## src/rtl/crypto_frame_builder_pkg.sv

```systemverilog
// Shared definitions for the crypto framing path. crypto_module and its bench
// import the same package.
package crypto_defs;
    localparam int          IN_WIDTH     = 32;
    localparam int          DATA_WIDTH   = 128;
    localparam logic [31:0] HDR_CTR_INIT = 32'h0000_0001;
    localparam int          KEY_WIDTH    = 128;
    localparam int          IV_WIDTH     = 96;

    typedef enum logic [1:0] {
        ST_IDLE = 2'd0,
        ST_KEY  = 2'd1,
        ST_HDR  = 2'd2,
        ST_PACK = 2'd3
    } state_t;
endpackage

```

## src/rtl/crypto_frame_builder_if.sv

```systemverilog
// AXI-Stream style link used on both sides of the frame builder.
// A beat transfers on a rising edge where tvalid and tready are both 1; once
// tvalid is raised, tdata/tlast hold until that edge and tvalid never drops early.
interface crypto_frame_builder_if #(parameter int WIDTH = 32);
    logic             tvalid;
    logic             tready;
    logic             tlast;
    logic [WIDTH-1:0] tdata;

    modport master (output tvalid, output tlast, output tdata, input tready);
    modport slave  (input tvalid, input tlast, input tdata, output tready);
endinterface

```

## src/rtl/crypto_frame_builder_packer.sv

```systemverilog
// Packs 32-bit words into 128-bit beats; a short final beat comes out
// right-aligned with the earliest word most significant.
module crypto_word_packer #(
    parameter int IN_WIDTH   = crypto_defs::IN_WIDTH,
    parameter int DATA_WIDTH = crypto_defs::DATA_WIDTH
) (
    input  logic                  clk,
    input  logic                  rst,
    input  logic                  word_en,
    input  logic [IN_WIDTH-1:0]   word,
    input  logic                  word_last,
    output logic                  beat_done,
    output logic [DATA_WIDTH-1:0] beat
);
    import crypto_defs::*;

    localparam int         ACC_WIDTH = DATA_WIDTH - IN_WIDTH;
    localparam logic [1:0] WCNT_LAST = 2'(DATA_WIDTH / IN_WIDTH - 1);

    logic [ACC_WIDTH-1:0] acc;
    logic [1:0]           wcnt;

    // acc starts at zero, so shifting n words in leaves them right-aligned.
    assign beat      = {acc, word};
    assign beat_done = word_en && (word_last || (wcnt == WCNT_LAST));

    always_ff @(posedge clk or posedge rst) begin
        if (rst) begin
            acc  <= '0;
            wcnt <= '0;
        end else if (beat_done) begin
            acc  <= '0;
            wcnt <= '0;
        end else if (word_en) begin
            acc  <= beat[ACC_WIDTH-1:0];
            wcnt <= wcnt + 2'd1;
        end
    end
endmodule

```

## src/rtl/crypto_frame_builder.sv

```systemverilog
// Frames a raw word stream for crypto_module: key beat, header beat
// {iv, counter}, then payload packed four words per beat with TLAST on the end.
module crypto_frame_builder #(
    parameter int          IN_WIDTH     = crypto_defs::IN_WIDTH,
    parameter int          DATA_WIDTH   = crypto_defs::DATA_WIDTH,
    parameter logic [31:0] HDR_CTR_INIT = crypto_defs::HDR_CTR_INIT
) (
    input  logic                                clk,
    input  logic                                rst,
    input  logic [crypto_defs::KEY_WIDTH-1:0]   key_in,
    input  logic [crypto_defs::IV_WIDTH-1:0]    iv_in,
    crypto_frame_builder_if.slave               s_axis,
    crypto_frame_builder_if.master              m_axis,
    output logic [15:0]                         pkt_count,
    output crypto_defs::state_t                 state_dbg
);
    import crypto_defs::*;

    state_t                state, state_next;
    logic                  out_valid, out_last;
    logic [DATA_WIDTH-1:0] out_data;
    logic [KEY_WIDTH-1:0]  key_sh;
    logic [IV_WIDTH-1:0]   iv_sh;
    logic                  m_hs, s_ready, word_en, beat_done;
    logic [DATA_WIDTH-1:0] beat;

    assign m_hs          = out_valid && m_axis.tready;
    assign word_en       = s_ready && s_axis.tvalid;
    assign s_axis.tready = s_ready;
    assign m_axis.tvalid = out_valid;
    assign m_axis.tdata  = out_data;
    assign m_axis.tlast  = out_last;
    assign state_dbg     = state;

    crypto_word_packer #(.IN_WIDTH(IN_WIDTH), .DATA_WIDTH(DATA_WIDTH)) u_packer (
        .clk       (clk),
        .rst       (rst),
        .word_en   (word_en),
        .word      (s_axis.tdata),
        .word_last (s_axis.tlast),
        .beat_done (beat_done),
        .beat      (beat)
    );

    always_ff @(posedge clk or posedge rst) begin
        if (rst) state <= ST_IDLE;
        else     state <= state_next;
    end

    always_comb begin
        state_next = state;
        s_ready    = 1'b0;
        case (state)
            ST_IDLE: if (s_axis.tvalid) state_next = ST_KEY;
            ST_KEY:  if (m_hs) state_next = ST_HDR;
            ST_HDR:  if (m_hs) state_next = ST_PACK;
            ST_PACK: begin
                // No new word while a packed beat waits, so acc is never overrun.
                s_ready = !out_valid;
                if (m_hs && out_last) state_next = ST_IDLE;
            end
            default: state_next = ST_IDLE;
        endcase
    end

    always_ff @(posedge clk or posedge rst) begin
        if (rst) begin
            out_valid <= 1'b0;
            out_last  <= 1'b0;
            out_data  <= '0;
            key_sh    <= '0;
            iv_sh     <= '0;
            pkt_count <= '0;
        end else begin
            case (state)
                ST_IDLE: if (s_axis.tvalid) begin
                    key_sh    <= key_in;
                    iv_sh     <= iv_in;
                    out_valid <= 1'b1;
                    out_last  <= 1'b0;
                    out_data  <= key_in;
                end
                ST_KEY: out_data <= m_hs ? {iv_sh, HDR_CTR_INIT} : key_sh;
                ST_HDR: if (m_hs) out_valid <= 1'b0;
                ST_PACK: begin
                    if (m_hs) begin
                        out_valid <= 1'b0;
                        if (out_last) pkt_count <= pkt_count + 16'd1;
                    end
                    if (beat_done) begin
                        out_valid <= 1'b1;
                        out_data  <= beat;
                        out_last  <= s_axis.tlast;
                    end
                end
                default: out_valid <= 1'b0;
            endcase
        end
    end
endmodule

```

## src/flat_wrapper.sv

```systemverilog
// flat-port wrapper written by rule: the top's interface ports become plain ports
module crypto_frame_builder_flat import crypto_defs::*;
#(
    parameter int          IN_WIDTH     = crypto_defs::IN_WIDTH,
    parameter int          DATA_WIDTH   = crypto_defs::DATA_WIDTH,
    parameter logic [31:0] HDR_CTR_INIT = crypto_defs::HDR_CTR_INIT
)
  (clk, rst, key_in, iv_in, pkt_count, state_dbg, s_axis_tvalid, s_axis_tlast, s_axis_tdata, s_axis_tready, m_axis_tvalid, m_axis_tlast, m_axis_tdata, m_axis_tready);
  crypto_frame_builder_if #(.WIDTH(32)) s_axis_i ();
  crypto_frame_builder_if #(.WIDTH(128)) m_axis_i ();
  input  logic clk;
  input  logic rst;
  input  logic [crypto_defs::KEY_WIDTH-1:0] key_in;
  input  logic [crypto_defs::IV_WIDTH-1:0] iv_in;
  output logic [15:0] pkt_count;
  output crypto_defs::state_t state_dbg;
  input wire logic [$bits(s_axis_i.tvalid)-1:0] s_axis_tvalid;
  input wire logic [$bits(s_axis_i.tlast)-1:0] s_axis_tlast;
  input wire logic [$bits(s_axis_i.tdata)-1:0] s_axis_tdata;
  output wire logic [$bits(s_axis_i.tready)-1:0] s_axis_tready;
  output wire logic [$bits(m_axis_i.tvalid)-1:0] m_axis_tvalid;
  output wire logic [$bits(m_axis_i.tlast)-1:0] m_axis_tlast;
  output wire logic [$bits(m_axis_i.tdata)-1:0] m_axis_tdata;
  input wire logic [$bits(m_axis_i.tready)-1:0] m_axis_tready;
  assign s_axis_i.tvalid = s_axis_tvalid;
  assign s_axis_i.tlast = s_axis_tlast;
  assign s_axis_i.tdata = s_axis_tdata;
  assign s_axis_tready = s_axis_i.tready;
  assign m_axis_tvalid = m_axis_i.tvalid;
  assign m_axis_tlast = m_axis_i.tlast;
  assign m_axis_tdata = m_axis_i.tdata;
  assign m_axis_i.tready = m_axis_tready;
  crypto_frame_builder #(.IN_WIDTH(IN_WIDTH), .DATA_WIDTH(DATA_WIDTH), .HDR_CTR_INIT(HDR_CTR_INIT)) u_core (.clk(clk), .rst(rst), .key_in(key_in), .iv_in(iv_in), .s_axis(s_axis_i), .m_axis(m_axis_i), .pkt_count(pkt_count), .state_dbg(state_dbg));
endmodule
```

## config.mk

```make
export PLATFORM = sky130hd
export DESIGN_NAME = crypto_frame_builder_flat
export DESIGN_NICKNAME = d
export VERILOG_FILES = /design/src/rtl/crypto_frame_builder_pkg.sv /design/src/rtl/crypto_frame_builder_if.sv /design/src/rtl/crypto_frame_builder_packer.sv /design/src/rtl/crypto_frame_builder.sv /design/src/flat_wrapper.sv
export SDC_FILE = /design/constraint.sdc
export NUM_CORES = 1
export LEC_CHECK = 0
export CAP_MARGIN = 20
export CORE_MARGIN = 1
export CORE_UTILIZATION = 42
export DETAILED_ROUTE_END_ITERATION = 16
export PLACE_DENSITY = 0.68
export SYNTH_ARGS = -nofsm -noshare
export SYNTH_HDL_FRONTEND = slang
export SYNTH_HIERARCHICAL = 1
export SYNTH_SLANG_ARGS = --single-unit
```

## constraint.sdc

```tcl
create_clock -name clk -period 17 [get_ports clk]
set_input_delay 4.25 -clock clk [delete_from_list [all_inputs] [get_ports clk]]
set_output_delay 4.25 -clock clk [all_outputs]
set_load 0.02 [all_outputs]
```

==> flow_summary.ini <==
[routing]
wl_per_cell_microns = 22.6
drcViolationCount = 0
drt_iter0_drc = 1191
drtPass1Iterations = 8
vias = 15577
routed_wl_microns = 64300
vias_per_cell = 5.48
ant_nets = 0

[clock_tree]
post-cts-setup-buffers = 0
numCtsBuffers = 52
ctsLongestPathBuffers = 3
cts_resized = 0
clockRootBuffer = clkbuf_16
clk-insertion-delay-late_ns = 0.60
cts_htree_levels = 2
postCtsHoldBufs = 0
cts.sink_count = 470
path_clk_slew_ns = 0.06
cts_tree = built

[place]
dp_hpwl_microns = 43200
io_buffers = 409
gp_congestion = 0.811
place_ws_ns = 9.25
dpl_cell_area_sq_um = 25200

[sta]
setup_violations = 0
slew_headroom = 0.264
period_needed_ns = 7.18
rsz0062_at_grt = no
maxSlewViolCount = 0
fin_skew_ns = 0.0255
fin_crit_sh = 0.422
finalSetupTns_ns = 0
worstMarginPinSlew_ns = 1.10
fmax_ghz = 0.139
layout_setup_ws_ns = 9.82
finalHoldViolations = 0

[worst_hold_path]
min_path_type = flip-flop to flip-flop

[die]
die_height_microns = 226
core-area_sq_um = 49200
ios = 410
die_w_microns = 226
initial_core_util = 0.427
rows = 81
dieArea_sq_um = 50900

[critical_path]
path_max_fanout = 92
worst_ep_required_time_ns = 17.51
setup.worst_path.start_class = input pin
crit_type = input pin to flip-flop
worstSetupEndpointType = flip-flop
arrival_ns = 7.69

[synthesis]
synthTopCellsByArea = dfrtp_1 (56%), mux2_2 (15%), nand2_1 (3.6%), a22oi_1 (3.5%), a31oi_1 (2.9%)
synth_area_leader_cell = dfrtp_1
netlist_instances = 1820
yosysSeqAreaShare = 0.560
syn_nets = 2089
syn-cell-area_sq_um = 21000
yosys_warnings = 6
ys_types = 34
synth_top_area_share = 0.560
synth.avg_cell_area_sq_um = 11.5
ys_ff_latch = 470

[global_route]
grt_pass1_vias = 15807
antenna_found_initial = 11
gr-total-overflow = 0
grt_max_degree = 174
grt_usage = 0.252
grt_first_pass_wirelength_microns = 96400

[layout]
drive_gt1_frac = 0.189
design_area_sq_um = 27100
syn2layout_area_growth_pct = 29.1
nets = 2402

[power]
power.total_w = 0.00239
power.density_nw_per_um2 = 88.1
irDropWorstVdd_v = 0.0000654
leakagePower_nw = 13.0

[flow_run]
maxCapViolations = 0

[outcome]
outcome = finished, final reports clean
[path summary, 6_finish.rpt]
path                            cells past startpoint                      end  slack [ns]            startpoint
max in group asynchronous                           3        u_core/key_sh[48]       11.07                   rst
worst min register to register                      1     u_core/pkt_count[15]        0.48  u_core/pkt_count[15]
worst max register to register                     10  u_core/m_axis.tdata[57]       12.95   u_core/state_dbg[0]
min in group asynchronous                           2  u_core/u_packer/acc[70]        4.11                   rst
worst min-delay path                                1     u_core/pkt_count[15]        0.48  u_core/pkt_count[15]
worst max-delay path                                9  u_core/m_axis.tdata[57]        9.82         s_axis_tvalid
[cells in the mapped netlist (all sizes together)]
master  count
a21o        1
a21oi      32
a222oi     31
a22oi      97
a31oi      97
and2        4
and3        6
and4        1
buf       124
clkbuf     48
dfrtp     470
ha          8
inv       103
mux2      323
mux2i       2
nand2     201
nand3       4
nand4       5
nor2      137
nor2b       3
nor3        4
o21ai       2
o21bai      1
o22ai      97
o31ai       3
or2         1
xnor2       8
xor2        7
[layer usage]
layer / wire, microns / global-route usage / share of wire / up-vias
li1: - / - / - / 7051
met1: 26700 / 0.325 / 0.42 / 7907
met2: 31100 / 0.409 / 0.48 / 504
met3: 4440 / 0.0630 / 0.069 / 109
met4: 2010 / 0.0944 / 0.031 / 6
met5: 34 / 0 / 0.00053 / -
[registers in the layout, summed over array words and instances (netlist names)]
signal	count
u_core/pkt_count	16
u_core/u_packer/wcnt	2
u_core/iv_sh	96
u_core/m_axis.tvalid	1
u_core/u_packer/acc	96
u_core/m_axis.tdata	128
u_core/state_dbg	2
u_core/key_sh	128
u_core/m_axis.tlast	1
[kinds of logic after synthesis]
kind of cell / count (synthesis) / share of synthesized area
AOI/OAI and AO/OA: 361 / 0.123
xor gates and xnor gates: 15 / 0.00626
adders and majority gates: 8 / 0.00477
buffers and inverters: 275 / 0.0625
DFF: 470 / 0.560
muxes: 325 / 0.174
and+or+nand+nor: 366 / 0.0689
[critical path, cell delays in order]
cell and delay, ns:
clkdlybuf4s50_1 0.56, and2_4 0.71, and2_1 0.28, nor2b_1 0.09
nor3_4 0.14, buf_4 0.44, buf_4 0.79, nor2_1 0.10
a31oi_1 0.20
[area by class of cell]
cell class / count / area [sq um]
Sequential cell: 470 / 11800
Tap cell: 664 / 831
Fill cell: 4269 / 22100
Antenna cell: 8 / 20.0
Inverter: 103 / 397
Clock inverter: 13 / 176
Timing Repair Buffer: 431 / 4330
Multi-Input combinational cell: 1075 / 7970
Clock buffer: 80 / 1610
[layout by cell type, fill, tap and decap left out, drive strengths merged, types with 5 or more instances in the layout]
master | netlist | layout
a22oi | 97 | 97
clkdlybuf4s50 | 0 | 409
buf | 124 | 22
mux2 | 323 | 323
xnor2 | 8 | 8
nor2 | 137 | 137
ha | 8 | 8
diode | 0 | 8
a222oi | 31 | 31
dfrtp | 470 | 470
nand4 | 5 | 5
inv | 103 | 103
clkinv | 0 | 9
a21oi | 32 | 32
o22ai | 97 | 97
a31oi | 97 | 97
xor2 | 7 | 7
clkbuf | 48 | 80
and3 | 6 | 6
nand2 | 201 | 201
[stage by stage]
| step | std cells | util | hold WS, ns |
|---|---|---|---|
| after floorplan | 1820 | - | 0.472 |
| after global placement | 2740 | 0.513 | 0.461 |
| after detailed placement | 2740 | 0.513 | 0.470 |
| after CTS | 2833 | 0.549 | 0.477 |
| after global routing | 2839 | 0.551 | 0.504 |
| final | 2844 | 0.551 | 0.480 |
[report_power, final]
| group | internal (W) | total, W | switching [W] |
|---|---|---|---|
| Sequential | 0.00112 | 0.00112 | 0 |
| Combinational | 0.0000568 | 0.000104 | 0.0000470 |
| Clock | 0.000708 | 0.00117 | 0.000457 |
| Total | 0.00188 | 0.00239 | 0.000505 |
No activity file was read; power rests on OpenSTA's default activity.
